<file path="src/rtl/avr_mem_arbiter.sv">
// avr_mem_arbiter: shares one synchronous single-port 16-bit memory between
// the AVR fetch unit and the CPU data port. Data accesses win, bounded by a
// burst limit so fetch always makes progress. Read responses are tagged with
// their owner and routed back two cycles after the grant; outstanding fetch
// responses can be flushed after a PC redirect.
module avr_mem_arbiter #(
    parameter int AW          = 16,
    parameter int MAX_D_BURST = 3
) (
    input  logic          CLK,
    input  logic          RST_N,
    // fetch port
    input  logic          f_req,
    input  logic [AW-1:0] f_addr,
    input  logic          f_flush,
    output logic          f_gnt,
    output logic          f_rvalid,
    output logic [15:0]   f_rdata,
    // data port
    input  logic          d_req,
    input  logic          d_we,
    input  logic [AW-1:0] d_addr,
    input  logic [15:0]   d_wdata,
    output logic          d_gnt,
    output logic          d_rvalid,
    output logic [15:0]   d_rdata,
    // memory macro
    output logic          mem_en,
    output logic          mem_we,
    output logic [AW-1:0] mem_addr,
    output logic [15:0]   mem_wdata,
    input  logic [15:0]   mem_rdata,
    // pc_select hold for the CPU
    output logic          f_stall
);

    typedef enum logic [1:0] {
        OWN_NONE = 2'd0,
        OWN_F    = 2'd1,
        OWN_D    = 2'd2
    } own_t;

    localparam logic [3:0] MAX_CNT = 4'(MAX_D_BURST);

    logic [3:0] cnt;
    own_t       iss_own;
    own_t       rsp_own;

    // Grant selection: data wins unless a fetch has waited through a full burst.
    always_comb begin
        d_gnt = d_req & (~f_req | (cnt < MAX_CNT));
        f_gnt = f_req & ~d_gnt;
    end

    assign f_stall = f_req & ~f_gnt;

    // Burst counter: counts data grants taken while a fetch is waiting.
    always_ff @(posedge CLK or negedge RST_N) begin
        if (!RST_N) begin
            cnt <= '0;
        end else if (!f_req || f_gnt) begin
            cnt <= '0;
        end else if (d_gnt && (cnt < MAX_CNT)) begin
            cnt <= cnt + 4'd1;
        end
    end

    // Issue stage: register the granted access toward the memory macro and tag its owner.
    always_ff @(posedge CLK or negedge RST_N) begin
        if (!RST_N) begin
            mem_en    <= 1'b0;
            mem_we    <= 1'b0;
            mem_addr  <= '0;
            mem_wdata <= '0;
            iss_own   <= OWN_NONE;
        end else begin
            mem_en    <= f_gnt | d_gnt;
            mem_we    <= d_gnt & d_we;
            mem_wdata <= (d_gnt && d_we) ? d_wdata : 16'h0000;
            if (f_gnt) begin
                mem_addr <= f_addr;
            end else if (d_gnt) begin
                mem_addr <= d_addr;
            end
            // A fetch granted alongside a flush is the new PC target and is kept.
            if (f_gnt) begin
                iss_own <= OWN_F;
            end else if (d_gnt && !d_we) begin
                iss_own <= OWN_D;
            end else begin
                iss_own <= OWN_NONE;
            end
        end
    end

    // Response stage: follow the issued tag by one cycle, dropping fetch tags on flush.
    always_ff @(posedge CLK or negedge RST_N) begin
        if (!RST_N) begin
            rsp_own <= OWN_NONE;
        end else if (f_flush && (iss_own == OWN_F)) begin
            rsp_own <= OWN_NONE;
        end else begin
            rsp_own <= iss_own;
        end
    end

    // Response routing: memory data is shared, only the valids distinguish the owner.
    always_comb begin
        f_rvalid = (rsp_own == OWN_F) & ~f_flush;
        d_rvalid = (rsp_own == OWN_D);
        f_rdata  = mem_rdata;
        d_rdata  = mem_rdata;
    end

endmodule
</file>
<file path="config.mk">
export PLATFORM = sky130hd
export DESIGN_NAME = avr_mem_arbiter
export DESIGN_NICKNAME = d
export VERILOG_FILES = /design/src/rtl/avr_mem_arbiter.sv
export SDC_FILE = /design/constraint.sdc
export NUM_CORES = 1
export LEC_CHECK = 0
export CELL_PAD_IN_SITES_DETAIL_PLACEMENT = 0
export CELL_PAD_IN_SITES_GLOBAL_PLACEMENT = 1
export CORE_MARGIN = 8
export CORE_UTILIZATION = 27
export DETAILED_ROUTE_END_ITERATION = 8
export PLACE_DENSITY_LB_ADDON = 0.3
export SETUP_SLACK_MARGIN = 0.4
export SLEW_MARGIN = 20
export SYNTH_ARGS = -nofsm -noshare
export SYNTH_HDL_FRONTEND = slang
export SYNTH_SLANG_ARGS = --single-unit
</file>
<file path="constraint.sdc">
create_clock -name CLK -period 5.3 [get_ports CLK]
set_input_delay 1.06 -clock CLK [delete_from_list [all_inputs] [get_ports CLK]]
set_output_delay 1.06 -clock CLK [all_outputs]
set_load 0.1 [all_outputs]
</file>
# ---- Yosys cells after proc, flatten, opt, wreduce, memory -nomap -nowiden
# Cells that the tools add are included.
dict set report totals {
  inputBits 70
  output_inout_bits 71
  elab_cells 40
  regBits 42
}
dict set report classes {
  n_bitwise 11
  n_lt_le_gt_ge 1
  addsub 1
  eq_ne 3
  n_reduce_logical 9
  mux 8
}
# cell n
set op_table {}
lappend op_table {{16-bit two-way mux} 3}
lappend op_table {{4-bit two-way mux} 2}
lappend op_table {{2-bit two-way mux} 3}
lappend op_table {{1-bit AND} 5}
lappend op_table {{4-bit by 1-bit adder with 4-bit output, second input constant} 1}
lappend op_table {{2-bit by 1-bit equality test with 1-bit output, second input constant} 2}
lappend op_table {{1-bit logical AND} 4}
lappend op_table {{4-bit by 2-bit < comparator with 1-bit output, second input constant} 1}
lappend op_table {{1-bit inverter} 4}
lappend op_table {{2-bit nonzero test} 2}
lappend op_table {{2-bit equality test, second input constant} 1}
lappend op_table {{1-bit zero test} 2}
lappend op_table {{1-bit bitwise OR} 2}
lappend op_table {{1-bit logical OR} 1}

# ---- Depth between registers and ports, before layout
# Gate-level depths: netlist of run 1.
dict set report depth {
  depth_word 7
  depth_mapped 6
  depth_no_buf 4
}

# ---- Worst setup path after synthesis of run 1
# OpenSTA, ideal clock, no wires.
dict set report synth_path {
  kind {input to output}
  start {input port f_flush}
  end {output port f_rvalid}
  t_required_ns 4.240
  setup_slack_ns 0.968
  arrival_time_ns 3.272
  path_buffers 0
  path_stages 1
  cell_sequence {nor3b_1}
}
dict set report synth_via {
  elab_chain_len 2
}
# element line_no
set synth_lines {}
lappend synth_lines {{start: declaration} 15} ;# input logic f_flush,
lappend synth_lines {{1-bit inverter} 109} ;# f_rvalid = (rsp_own == OWN_F) & ~f_flush;
lappend synth_lines {{1-bit AND} 109}
lappend synth_lines {{end: declaration} 17} ;# output logic f_rvalid,
# Every way passes these cells.

# ---- Worst setup path in the final report of run 1
dict set report layout_path {
  start {input port d_req}
  end {output port f_gnt}
}
dict set report layout_via {
  elab_chain_len 3
}
# element line_no
set layout_lines {}
lappend layout_lines {{start: declaration} 20} ;# input logic d_req,
lappend layout_lines {{1-bit AND} 51} ;# d_gnt = d_req & (~f_req | (cnt < MAX_CNT));
lappend layout_lines {{1-bit inverter} 52} ;# f_gnt = f_req & ~d_gnt;
lappend layout_lines {{1-bit AND} 52}
lappend layout_lines {{end: declaration} 16} ;# output logic f_gnt,
# Every way passes these cells.

==> results.py, run 1 <==
metrics = {
    "power": {
        "p_total_uw": 840.0,
        "power_density_nw_per_um2": 296.1,
        "peakVddDrop_mv": 0.09591,
        "power.leakage_nw": 1.221,
    },
    "routing": {
        "drt_wl_total_um": 5115,
        "route.detailed.wl_per_inst_um": 15.74,
        "drc": 0,
        "vias_per_cell": 4.148,
        "drt_iter0_markers": 23,
        "num_vias": 1348,
        "dr.pass1.iters": 3,
        "postRouteAntennaNets": 0,
    },
    "grt": {
        "grt_max_degree": 43,
        "gr-usage-all-layers_pct": 9.914,
        "grt_pass1_wl_um": 7762,
        "grt_overflow": 0,
        "antenna_found_initial": 0,
        "grt_pass1_vias": 1572,
    },
    "clock_network": {
        "cts_resized": 0,
        "post-cts-setup-buffer-count": 0,
        "clkSinkCount": 42,
        "cts_tree": "built",
        "clk_pin_slew_ns": 0.08,
        "h-tree-depth": 2,
        "clockRootBuffer": "clkbuf_8",
        "cts-buffers-inserted": 5,
        "insertion_delay_ns": 0.29,
        "clk_path_buf_depth": 2,
        "cts_hold_buf": 0,
    },
    "timing": {
        "period_needed_ns": 4.025,
        "max_freq_mhz": 248.4,
        "report.final.setup_viol": 0,
        "report.final.hold_viol_count": 0,
        "finalSetupTns_ns": 0,
        "finalCritPeriodShare_pct": 75.95,
        "fin_skew_ns": 0.006255,
        "setup_ws_ns": 1.275,
        "maxSlewViolCount": 0,
        "grt_setup_unrepaired": "false",
        "worstMarginPinSlew_ns": 0.9989,
        "slew_headroom_pct": 33.20,
    },
    "place": {
        "place_ws_ns": 1.215,
        "gp_congestion": 0.6695,
        "port_buffers": 92,
        "hpwl_um": 3780,
        "dp_cells": 318,
        "dpl-instance-area_um2": 2754,
    },
    "floorplan": {
        "fp-row-count": 31,
        "die_w_um": 101.8,
        "start_util_pct": 27.69,
        "coreArea_um2": 7176,
        "dieArea_um2": 10360,
        "io_pins": 141,
        "die_y_um": 101.8,
    },
    "logic_synthesis": {
        "syn_area_um2": 1987,
        "ys_seq_area_share_pct": 52.90,
        "synth_area_leaders": "dfrtp_1, buf_4, mux2i_1, and2_1, o221a_1",
        "avgSynthCellArea_um2": 12.04,
        "yosysWarnings": 0,
        "synth_cells": 165,
        "yosys.area.top_type": "dfrtp_1",
        "synth_top_area_share_pct": 52.90,
        "ys_ff_latch": 42,
        "ys_types": 25,
    },
    "critical_path": {
        "critPathMaxStageDelay_ns": 0.83,
        "cp.depth": 5,
        "reg2reg_depth": 4,
        "critPathBufInv": 3,
        "path_delay_family": "simple AND/OR/NAND/NOR gates",
        "cp-end-kind": "output pin",
        "path_max_fanout": 19,
        "crit_type": "input pin to output pin",
        "cp.arrival_ns": 2.97,
        "critical_path.cell_chain": "clkdlybuf4s50_1 -> or4b_1 -> nand2_8 -> inv_1 -> buf_12",
        "worst_path_max_delay_cell": "or4b_1",
        "cp.required_ns": 4.24,
        "start_kind": "input pin",
    },
    "final_layout": {
        "final_cells": 325,
        "drive_gt1_share_pct": 9.292,
        "fin_nets": 297,
        "num_antenna_cells": 0,
        "final_cell_mix": "clkdlybuf4s50_1, dfrtp_1, and2_1",
        "area_delta_synth_final_pct": 42.76,
        "num-fill-cells": 695,
        "mostFrequentLayoutCell": "clkdlybuf4s50_1",
        "fin_area_um2": 2836,
    },
    "run": {
        "cap_viol_max_count": 0,
    },
    "worst_hold_path": {
        "hold_depth": 0,
        "hold_class": "register to register",
    },
    "run_status": {
        "status": "finished clean",
    },
}
synth_stat cells:
cell type and number:
a21boi_0 1, and2_1 18, and3_1 1, buf_2 1, buf_4 32, buf_6 3
buf_8 1, clkbuf_1 4, clkinv_1 1, conb_1 1, dfrtp_1 42, ha_1 1
inv_1 2, mux2i_1 16, nand2_1 16, nand2_8 1, nor2_1 1, nor2b_1 2
nor3_1 1, nor3b_1 1, o221a_1 9, o221a_2 7, o31ai_1 1, or2_2 1
or4b_1 1
final cells by class:
type	count	area, µm²	share of cell area [%]
Inverter	3	11.26	0.3970
Clock buffer	6	72.57	2.558
Tap cell	99	123.9	4.367
Timing Repair Buffer	94	950.9	33.52
Clock inverter	1	7.507	0.2647
Sequential cell	42	1051	37.05
Multi-Input combinational cell	80	619.3	21.84
per-layer routing:
| layer | GRT usage [%] | up-vias | wire length (µm) |
|---|---|---|---|
| met1 | 9.885 | 636 | 1891 |
| li1 | - | 645 | - |
| met4 | 2.978 | 0 | 54 |
| met5 | 0 | - | 0 |
| met3 | 5.636 | 8 | 607 |
| met2 | 17.10 | 59 | 2561 |
sequential cells by signal, indices dropped and copies added, names as in the netlist:
register and flops:
mem_addr 16, mem_wdata 16, cnt 4, iss_own 2
rsp_own 2, mem_en 1, mem_we 1
report_power, final:
group,internal (mW),total (mW),switching [mW]
logic,0.0934,0.290,0.197
registers,0.341,0.351,0.0101
clock network,0.0905,0.199,0.108
total,0.525,0.840,0.315
through the flow:
step	utilization [%]	hold slack [ns]
3_3_place_gp	38.38	0.3575
4_1_cts	39.49	0.3864
6_report	39.53	0.3811
5_1_grt	39.53	0.4106
2_1_floorplan	-	0.4136
3_5_place_dp	38.38	0.3677
worst register-to-register path, stage by stage, from the launching register on:
cell and delay [ns]:
dfrtp_1 0.39, ha_1 0.24, or4b_1 0.92, nor2_1 0.36
and2_1 0.18
cells by family (layout without fill, tap and decap cells):
| logic type | after synthesis | count (layout) | share of synthesized area, % |
|---|---|---|---|
| simple gates | 43 | 43 | 12.28 |
| buf+inv | 44 | 104 | 16.12 |
| flops | 42 | 42 | 52.90 |
| other cells | 1 | 2 | 0.1887 |
| mux | 16 | 16 | 8.060 |
| compound gates | 18 | 18 | 9.824 |
| fa+ha+maj | 1 | 1 | 0.6296 |
final timing paths:
kind / end / slack (ns) / start
min in group asynchronous: mem_addr[6] / 0.76 / RST_N
max in group asynchronous: mem_addr[13] / 4.18 / RST_N
worst min register to register: rsp_own[1] / 0.38 / iss_own[1]
worst min-delay path: rsp_own[1] / 0.38 / iss_own[1]
worst max register to register: cnt[1] / 3.15 / cnt[0]
worst max-delay path: f_gnt / 1.27 / d_req
(Power assumes the default switching activity.)
==> inputs of run 2 (changes only) <==
--- a/config.mk
+++ b/config.mk
@@ -8,7 +8,7 @@
 export CELL_PAD_IN_SITES_DETAIL_PLACEMENT = 0
 export CELL_PAD_IN_SITES_GLOBAL_PLACEMENT = 1
 export CORE_MARGIN = 8
-export CORE_UTILIZATION = 27
+export CORE_UTILIZATION = 25
 export DETAILED_ROUTE_END_ITERATION = 8
 export PLACE_DENSITY_LB_ADDON = 0.3
 export SETUP_SLACK_MARGIN = 0.4
==> constraint.sdc (replaced) <==
create_clock -name CLK -period 4.11 [get_ports CLK]
set_input_delay 0.822 -clock CLK [delete_from_list [all_inputs] [get_ports CLK]]
set_output_delay 0.822 -clock CLK [all_outputs]
set_load 0.1 [all_outputs]
==> results.py, run 2 (synthesized netlist as in run 1, its figures left out) <==
metrics = {
    "critical_path": {
        "reg2reg_depth": 5,
        "path_max_fanout": 17,
        "cp-end-kind": "output pin",
        "critPathMaxStageDelay_ns": 0.63,
        "cp.required_ns": 3.29,
        "critPathBufInv": 4,
        "rrSetupSlack_ns": 2.10,
        "crit_type": "input pin to output pin",
        "critical_path.cell_chain": "clkdlybuf4s50_1 -> or4b_1 -> buf_4 -> nand2_8 -> inv_1 -> buf_12",
        "reg2reg_from": "cnt[0]",
        "path_delay_family": "buffers and inverters",
        "start_kind": "input pin",
        "cp.arrival_ns": 2.62,
        "worst_path_max_delay_cell": "or4b_1",
        "reg2reg_to": "mem_addr[3]",
    },
    "grt": {
        "grt_pass1_vias": 1524,
        "grt_pass1_wl_um": 8066,
        "gr-usage-all-layers_pct": 9.169,
        "grt_max_degree": 43,
        "grt_overflow": 0,
        "antenna_found_initial": 0,
    },
    "floorplan": {
        "die_y_um": 105.2,
        "fp-row-count": 32,
        "start_util_pct": 25.71,
        "io_pins": 141,
        "coreArea_um2": 7727,
        "die_w_um": 105.2,
        "dieArea_um2": 11060,
    },
    "final_layout": {
        "largestRegisters": "mem_addr: 16 flops, mem_wdata: 16 flops, cnt: 4 flops",
        "drive_gt1_share_pct": 10.13,
        "num_antenna_cells": 0,
        "fin_area_um2": 2856,
        "final_cell_mix": "clkdlybuf4s50_1, dfrtp_1, and2_1",
        "area_delta_synth_final_pct": 43.77,
        "mostFrequentLayoutCell": "clkdlybuf4s50_1",
        "fin_nets": 298,
    },
    "timing": {
        "max_freq_mhz": 290.2,
        "fin_skew_ns": 0.008045,
        "worstMarginPinSlew_ns": 0.9917,
        "report.final.hold_viol_count": 0,
        "finalSetupTns_ns": 0,
        "setup_ws_ns": 0.6639,
        "hold_ws_ns": 0.3789,
        "report.final.setup_viol": 0,
        "period_needed_ns": 3.446,
        "finalCritPeriodShare_pct": 83.85,
        "grt_setup_unrepaired": "false",
        "slew_headroom_pct": 33.68,
        "maxSlewViolCount": 0,
    },
    "place": {
        "dpl-instance-area_um2": 2780,
        "port_buffers": 92,
        "place_ws_ns": 0.6318,
        "gp_congestion": 0.6284,
        "hpwl_um": 3773,
    },
    "run_status": {
        "status": "finished clean",
    },
    "power": {
        "p_sw_uw": 400.6,
        "power.leakage_nw": 1.233,
        "seqPwrFrac_pct": 41.9,
        "p_int_uw": 679.0,
        "p_sw_share_pct": 37.10,
        "clockPowerShare_pct": 23.2,
        "power_density_nw_per_um2": 377.9,
        "combPwrFrac_pct": 34.9,
        "peakVddDrop_mv": 0.1312,
    },
    "routing": {
        "vias_per_cell": 4.103,
        "drt_iter0_markers": 23,
        "wl_met3_um": 454,
        "drt_wl_total_um": 5021,
        "drt-met1-wl_um": 2050,
        "num_vias": 1350,
        "route.detailed.wl_per_inst_um": 15.26,
        "postRouteAntennaNets": 0,
        "wl_met2_um": 2485,
        "drc": 0,
        "dr.pass1.iters": 4,
        "highest_layer": "met4",
    },
    "worst_hold_path": {
        "min_to": "rsp_own[1]",
        "min_from": "iss_own[1]",
        "hold_depth": 0,
        "hold_class": "register to register",
    },
    "clock_network": {
        "cts_hold_buf": 0,
        "h-tree-depth": 2,
        "cts_tree": "built",
        "post-cts-setup-buffer-count": 0,
        "clockRootBuffer": "clkbuf_8",
        "insertion_delay_ns": 0.29,
        "clk_path_buf_depth": 2,
        "cts_resized": 0,
        "clk_pin_slew_ns": 0.07,
        "cts-buffers-inserted": 5,
        "clkSinkCount": 42,
    },
    "run": {
        "cap_viol_max_count": 0,
    },
}
==> run 2: layer usage <==
layer  vias up  GRT usage [%]
li1        646              -
met1       639          10.50
met2        59          14.66
met3         6          4.423
met4         0          3.058
met5         -              0
==> run 2: worst max-delay path by stage <==
stage,to,startpoint,depth (start not counted),slack [ns]
6_report,f_gnt,d_req,6,0.66
5_1_grt,f_gnt,d_req,6,0.57
4_1_cts,f_gnt,d_req,6,0.63
3_5_place_dp,f_gnt,d_req,6,0.63
3_3_place_gp,f_gnt,d_req,6,0.66
2_1_floorplan,f_stall,d_req,4,0.45
==> run 2: cell type report <==
cell class	instances	area (µm²)
multi-input cells	80	624.3
clock buffers	7	76.32
repair buffers	95	965.9
flip-flops and latches	42	1051
fillers	773	4871
inverters	3	11.26
well taps	102	127.6
==> run 2: metrics by stage <==
| stage | total power, mW | cells | util [%] |
|---|---|---|---|
| 6_report | 1.080 | 329 | 36.97 |
| 5_1_grt | 1.130 | 329 | 36.97 |
| 4_1_cts | 1.100 | 329 | 36.97 |
| 3_5_place_dp | 0.8413 | 322 | 35.98 |
| 3_3_place_gp | 0.8411 | 322 | 35.98 |
| 2_1_floorplan | 0.8560 | 166 | - |
==> run 2: worst reg2reg max path: cells and delay by family (launching register included) <==
kind                     cells  cell delay [ns]
buffers and inverters        1             0.28
AND/OR/NAND/NOR              2             0.86
flip-flops                   1             0.39
AO/OA/AOI/OAI                1             0.21
adder cells (fa/ha/maj)      1             0.21
==> run 2: power by group through the flow <==
stage | combinational, mW | sequential (mW) | clock [mW]
finish | 0.377 | 0.453 | 0.250
global placement | 0.381 | 0.461 | 0
CTS | 0.382 | 0.453 | 0.266
floorplan | 0.224 | 0.632 | 0
detailed placement | 0.381 | 0.461 | 0
global route | 0.394 | 0.456 | 0.281
